`config.mk`:
```
export PLATFORM = sky130hd
export DESIGN_NAME = ex_mem_flag_stage_flat
export DESIGN_NICKNAME = d
export VERILOG_FILES = /design/src/rtl/ex_mem_flag_stage_if.sv /design/src/rtl/ex_mem_flag_stage.sv /design/src/flat_wrapper.sv
export SDC_FILE = /design/constraint.sdc
export NUM_CORES = 1
export LEC_CHECK = 0
export BUFFER_PORTS_ARGS = -buffer_cell sky130_fd_sc_hd__buf_4
export CORE_AREA = 2 2 51 53
export DETAILED_ROUTE_END_ITERATION = 10
export DIE_AREA = 0 0 53 55
export HOLD_SLACK_MARGIN = 0.02
export MAX_ROUTING_LAYER = met4
export PLACE_DENSITY = 0.81
export SLEW_MARGIN = 20
export SYNTH_ARGS = -nofsm -noshare
export SYNTH_HDL_FRONTEND = slang
export SYNTH_SLANG_ARGS = --single-unit
```
`constraint.sdc`:
```
create_clock -name clk -period 2.7 [get_ports clk]
set_clock_uncertainty 0.1 [all_clocks]
set_input_delay 0.135 -clock clk [delete_from_list [all_inputs] [get_ports clk]]
set_output_delay 0.135 -clock clk [all_outputs]
set_load 0.03 [all_outputs]
```
`src/rtl/ex_mem_flag_stage_if.sv`:
```
// EX->MEM stage signal bundle: EX-side instruction fields in, MEM-side registered results and branch decision out.
interface ex_mem_flag_stage_if #(
  parameter int DATA_W = 16,
  parameter int RD_W   = 4
);
  logic              stall;
  logic              flush;
  logic              ex_valid;
  logic [3:0]        ex_opcode;
  logic [DATA_W-1:0] ex_alu_out;
  logic [2:0]        ex_alu_flags;
  logic [RD_W-1:0]   ex_rd;
  logic              ex_reg_wr;
  logic              ex_br_check;
  logic [2:0]        ex_br_cond;
  logic              mem_valid;
  logic [DATA_W-1:0] mem_alu_out;
  logic [RD_W-1:0]   mem_rd;
  logic              mem_reg_wr;
  logic [2:0]        flags;
  logic              br_taken;

  modport master (
    output stall, flush, ex_valid, ex_opcode, ex_alu_out, ex_alu_flags,
           ex_rd, ex_reg_wr, ex_br_check, ex_br_cond,
    input  mem_valid, mem_alu_out, mem_rd, mem_reg_wr, flags, br_taken
  );

  modport slave (
    input  stall, flush, ex_valid, ex_opcode, ex_alu_out, ex_alu_flags,
           ex_rd, ex_reg_wr, ex_br_check, ex_br_cond,
    output mem_valid, mem_alu_out, mem_rd, mem_reg_wr, flags, br_taken
  );
endinterface

```
`src/rtl/ex_mem_flag_stage.sv`:
```
// EX/MEM pipeline register with architectural {Z,V,N} flag register and combinational branch resolve.
// One cycle EX->MEM latency; stall holds all state, flush (even under stall) inserts a bubble.
module ex_mem_flag_stage #(
  parameter int DATA_W = 16,
  parameter int RD_W   = 4
) (
  input logic                clk,
  input logic                rst_n,
  ex_mem_flag_stage_if.slave bus
);
  logic accept;
  logic bubble;
  logic z;
  logic v;
  logic n;
  logic cond;

  assign accept = bus.ex_valid & ~bus.stall & ~bus.flush;
  // Flush overrides stall; an idle EX slot only bubbles when the stage advances.
  assign bubble = bus.flush | (~bus.stall & ~bus.ex_valid);

  always_ff @(posedge clk or negedge rst_n) begin
    if (!rst_n) begin
      bus.mem_valid   <= 1'b0;
      bus.mem_alu_out <= '0;
      bus.mem_rd      <= '0;
      bus.mem_reg_wr  <= 1'b0;
      bus.flags       <= 3'b000;
    end else if (bubble) begin
      bus.mem_valid  <= 1'b0;
      bus.mem_reg_wr <= 1'b0;
    end else if (accept) begin
      bus.mem_valid   <= 1'b1;
      bus.mem_alu_out <= bus.ex_alu_out;
      bus.mem_rd      <= bus.ex_rd;
      bus.mem_reg_wr  <= bus.ex_reg_wr;
      // Only flag-producing opcodes touch the register, so X flags from other ops never land.
      case (bus.ex_opcode)
        4'b0000, 4'b0001:                   bus.flags    <= bus.ex_alu_flags;
        4'b0010, 4'b0100, 4'b0101, 4'b0110: bus.flags[2] <= bus.ex_alu_flags[2];
        default: ;
      endcase
    end
  end

  assign z = bus.flags[2];
  assign v = bus.flags[1];
  assign n = bus.flags[0];

  always_comb begin
    cond = 1'b0;
    case (bus.ex_br_cond)
      3'b000:  cond = ~z;
      3'b001:  cond = z;
      3'b010:  cond = ~z & ~n;
      3'b011:  cond = n;
      3'b100:  cond = z | (~z & ~n);
      3'b101:  cond = n | z;
      3'b110:  cond = v;
      default: cond = 1'b1;
    endcase
  end

  assign bus.br_taken = bus.ex_valid & ~bus.flush & bus.ex_br_check & cond;

  initial begin end
endmodule

```
`src/flat_wrapper.sv`:
```
// flat-port wrapper written by rule: the top's interface ports become plain ports
module ex_mem_flag_stage_flat 
#(
  parameter int DATA_W = 16,
  parameter int RD_W   = 4
)
  (clk, rst_n, bus_stall, bus_flush, bus_ex_valid, bus_ex_opcode, bus_ex_alu_out, bus_ex_alu_flags, bus_ex_rd, bus_ex_reg_wr, bus_ex_br_check, bus_ex_br_cond, bus_mem_valid, bus_mem_alu_out, bus_mem_rd, bus_mem_reg_wr, bus_flags, bus_br_taken);
  ex_mem_flag_stage_if #(.DATA_W(DATA_W), .RD_W(RD_W)) bus_i ();
  input logic clk;
  input logic rst_n;
  input wire logic [$bits(bus_i.stall)-1:0] bus_stall;
  input wire logic [$bits(bus_i.flush)-1:0] bus_flush;
  input wire logic [$bits(bus_i.ex_valid)-1:0] bus_ex_valid;
  input wire logic [$bits(bus_i.ex_opcode)-1:0] bus_ex_opcode;
  input wire logic [$bits(bus_i.ex_alu_out)-1:0] bus_ex_alu_out;
  input wire logic [$bits(bus_i.ex_alu_flags)-1:0] bus_ex_alu_flags;
  input wire logic [$bits(bus_i.ex_rd)-1:0] bus_ex_rd;
  input wire logic [$bits(bus_i.ex_reg_wr)-1:0] bus_ex_reg_wr;
  input wire logic [$bits(bus_i.ex_br_check)-1:0] bus_ex_br_check;
  input wire logic [$bits(bus_i.ex_br_cond)-1:0] bus_ex_br_cond;
  output wire logic [$bits(bus_i.mem_valid)-1:0] bus_mem_valid;
  output wire logic [$bits(bus_i.mem_alu_out)-1:0] bus_mem_alu_out;
  output wire logic [$bits(bus_i.mem_rd)-1:0] bus_mem_rd;
  output wire logic [$bits(bus_i.mem_reg_wr)-1:0] bus_mem_reg_wr;
  output wire logic [$bits(bus_i.flags)-1:0] bus_flags;
  output wire logic [$bits(bus_i.br_taken)-1:0] bus_br_taken;
  assign bus_i.stall = bus_stall;
  assign bus_i.flush = bus_flush;
  assign bus_i.ex_valid = bus_ex_valid;
  assign bus_i.ex_opcode = bus_ex_opcode;
  assign bus_i.ex_alu_out = bus_ex_alu_out;
  assign bus_i.ex_alu_flags = bus_ex_alu_flags;
  assign bus_i.ex_rd = bus_ex_rd;
  assign bus_i.ex_reg_wr = bus_ex_reg_wr;
  assign bus_i.ex_br_check = bus_ex_br_check;
  assign bus_i.ex_br_cond = bus_ex_br_cond;
  assign bus_mem_valid = bus_i.mem_valid;
  assign bus_mem_alu_out = bus_i.mem_alu_out;
  assign bus_mem_rd = bus_i.mem_rd;
  assign bus_mem_reg_wr = bus_i.mem_reg_wr;
  assign bus_flags = bus_i.flags;
  assign bus_br_taken = bus_i.br_taken;
  ex_mem_flag_stage #(.DATA_W(DATA_W), .RD_W(RD_W)) u_core (.clk(clk), .rst_n(rst_n), .bus(bus_i));
endmodule
```
==> results.md <==
- Status: completed
- Part of the Yosys area used for sequential elements: 60.6%
- Synth warn: 0
- DR pass1 iterations: 4
- PortBufs: 62
- CP arrival: 1.52 ns
- Dpl ws: 1.31 ns
- Max Clk Rate: 0.571 GHz
- Overflow after GRT: 0
- NumNets Final: 202
- Total track usage: 21.3%
- Crit. End Element: output port
- Vias per cell: 4.88
- Clock slew at reported path FFs: 0.13 ns
- Ranking of synthesized cells by area: dfrtp_1 (61%), mux2_2 (24%), nor3b_4 (1.8%)
- Number of flops mapped to enable cells by yosys: 0
- Die Area: 2920 um^2
- Routability cong.: 0.661
- Clock Sinks: 25
- First-pass GRT wire length: 4170 um
- Synthesis-to-layout area growth: 77.1%
- Synth Register Bits: 25
- Worst r2r path cells: 3
- Critical path launch point type: input pin
- Cell at the root of the clock tree: clkbuf_4
- Clock Path Buffers: 2
- Cell leakage power: 0.881 nW
- Finished Layout Cells: 194
- Least-Margin Pin Slew: 0.301 ns
- Chip height: 55 um
- Hold Path Stages: 3
- Clock latency at the later pin of the worst-skew pair: 0.31 ns
- Clock period minus worst slack: 1.75 ns
- Setup Fix Bufs, Post-CTS: 0
- Worst R2R End: u_core.bus.mem_valid$_DFFE_PN0P_
- Critical Path Slowest Stage Cell: dlygate4sd3_1
- Largest stage delay on the critical path: 0.53 ns
- # rows: 18
- Final setup viols: 0
- Max-Cap Viols: 0
- Worst r2r src: u_core.bus.mem_valid$_DFFE_PN0P_
- Worst hold start: bus_stall
- Post-Syn Nets: 109
- Top-count cell post-synth: dfrtp_1
- Area leader, netlist: dfrtp_1
- DR iter-0 viols: 20
- Period utilization: 64.9%
- Die width: 53 um
- Critical path class: input pin to output port
- RSZ-0062 raised after global routing: false
- Post-route antenna net violation count: 0
- Drt total wl: 2880 um
- Worst min path class: input pin to register
- Routed via count: 946
- Fillers: 157
- Drt drc: 0
- Critical Path Fanout Max: 4
- Crit-path cells: dlygate4sd3_1 -> buf_4 -> nand3b_1 -> a31oi_1 -> o311a_1 -> buf_4
- Num ports: 63
- Asr flop ratio synth: 100%
- Worst Path Required: 2.47 ns
- H-tree depth: 1
- Worst slew margin: 79.9%
- Post-CTS Resized: 0
- Antenna violations before repair: 0
- WL/cell: 14.8 um
- Syn Inst Count: 72
- Largest net degree at the start of global routing: 26
- Total core area: 2360 um^2
- Setup ws final: 0.948 ns
- CTS tree: yes
- Fin. Hold Viols: 0
- Pwr dens: 593 nW/um^2
- Total CTS buffers: 3
- Post-Synthesis Cell Area: 1030 um^2
- DP HPWL: 1850 um
- Vias in the first global route: 947
- Distinct cells, synth: 18
- Most common library cells after synthesis: dfrtp_1 (25), mux2_2 (22), inv_1 (4), nand2_1 (3), nor2_1 (3)
- Placed cell count: 163
- Setup TNS Final: 0 ns
- Starting Density: 43.7%
- Share of layout cells above drive strength 1: 54.9%
- Most common cell on crit path: buf_4
- Worst hold endpoint: u_core.bus.mem_reg_wr$_DFFE_PN0P_
- Main synth FF type: dfrtp_1
- Synth Area per Inst: 14.3 um^2
- Ant. Diodes: 0
- Post-synth top area share: 60.6%
- Slew Limit Fails: 0
- Reg2reg setup slack: 1.35 ns
- VDD IR max: 0.517 mV
==> metal layers <==
layer / global-route usage (%) / vias to the layer above / part of all wire, %
met2: 40.0 / 49 / 57
met3: 2.42 / 8 / 6.0
li1: - / 442 / -
met4: 9.83 / 0 / 1.6
met1: 22.5 / 447 / 36
met5: - / - / 0
==> worst max path at each step <==
stage	to	depth (start not counted)	slack (ns)	from
after floorplan	bus_br_taken	3	1.23	u_core.bus.flags[2]$_DFFE_PN0P_
after global placement	u_core.bus.flags[1]$_DFFE_PN0P_	5	1.34	bus_stall
after detailed placement	u_core.bus.flags[1]$_DFFE_PN0P_	5	1.31	bus_stall
after CTS	bus_br_taken	4	0.95	u_core.bus.flags[2]$_DFFE_PN0P_
after global routing	bus_br_taken	4	0.88	u_core.bus.flags[2]$_DFFE_PN0P_
final	bus_br_taken	6	0.95	bus_flush
==> critical path: cells and delay by family <==
kind | cells | cell delay [ns]
AOI/OAI and AO/OA | 2 | 0.36
and+or+nand+nor | 1 | 0.17
buffers and inverters | 3 | 0.84
==> cell families after synthesis <==
family	Yosys count	share of synthesized area, %
multiplexers	23	25.1
AND/OR/NAND/NOR	11	6.42
buffers and inverters	6	2.91
AO/OA/AOI/OAI	7	4.97
flip-flops	25	60.6
==> state kept, by name (all words and copies together) (netlist names) <==
name / cells
u_core.bus.flags: 3
u_core.bus.mem_alu_out: 16
u_core.bus.mem_rd: 4
u_core.bus.mem_reg_wr: 1
u_core.bus.mem_valid: 1
==> cells in the final DEF, fill, tap and decap left out, drive strengths merged, types with 2 or more instances in the layout <==
| cell type | n |
|---|---|
| a21oi | 2 |
| buf | 63 |
| clkbuf | 3 |
| dfrtp | 25 |
| dlygate4sd3 | 27 |
| inv | 4 |
| mux2 | 23 |
| nand2 | 3 |
| nor2 | 3 |
==> report_power, final <==
group	total, mW	switching, mW	internal [mW]
clock network	0.167	0.111	0.0565
logic	0.431	0.228	0.203
registers	0.487	0.0452	0.441
total	1.08	0.383	0.701
==> per-stage QoR <==
stage | util [%] | hold slack, ns | power [mW] | instance area (um^2)
after detailed placement | 64.6 | -0.0502 | 0.887 | 1530
after global routing | 77.3 | 0.0668 | 1.13 | 1830
after global placement | 64.6 | -0.0533 | 0.874 | 1530
final | 77.3 | 0.0339 | 1.08 | 1830
after CTS | 77.3 | 0.0373 | 1.08 | 1830
after floorplan | - | -0.261 | 0.704 | 1030
==> cell type report <==
class,count,area [um^2],share of cell area (%)
Tap cell,30,37.5,2.05
Inverter,4,15.0,0.821
Clock buffer,3,22.5,1.23
Sequential cell,25,626,34.2
Clock inverter,1,7.51,0.411
Timing Repair Buffer,90,743,40.7
Multi-Input combinational cell,41,377,20.6
==> repair_timing <==
item / in CTS / in global routing
hold endpoints to repair: 50 / 0
hold buffers: 27 / 0
endpoints found under the setup margin: 0 / 0
No activity file was read; power rests on OpenSTA's default activity.
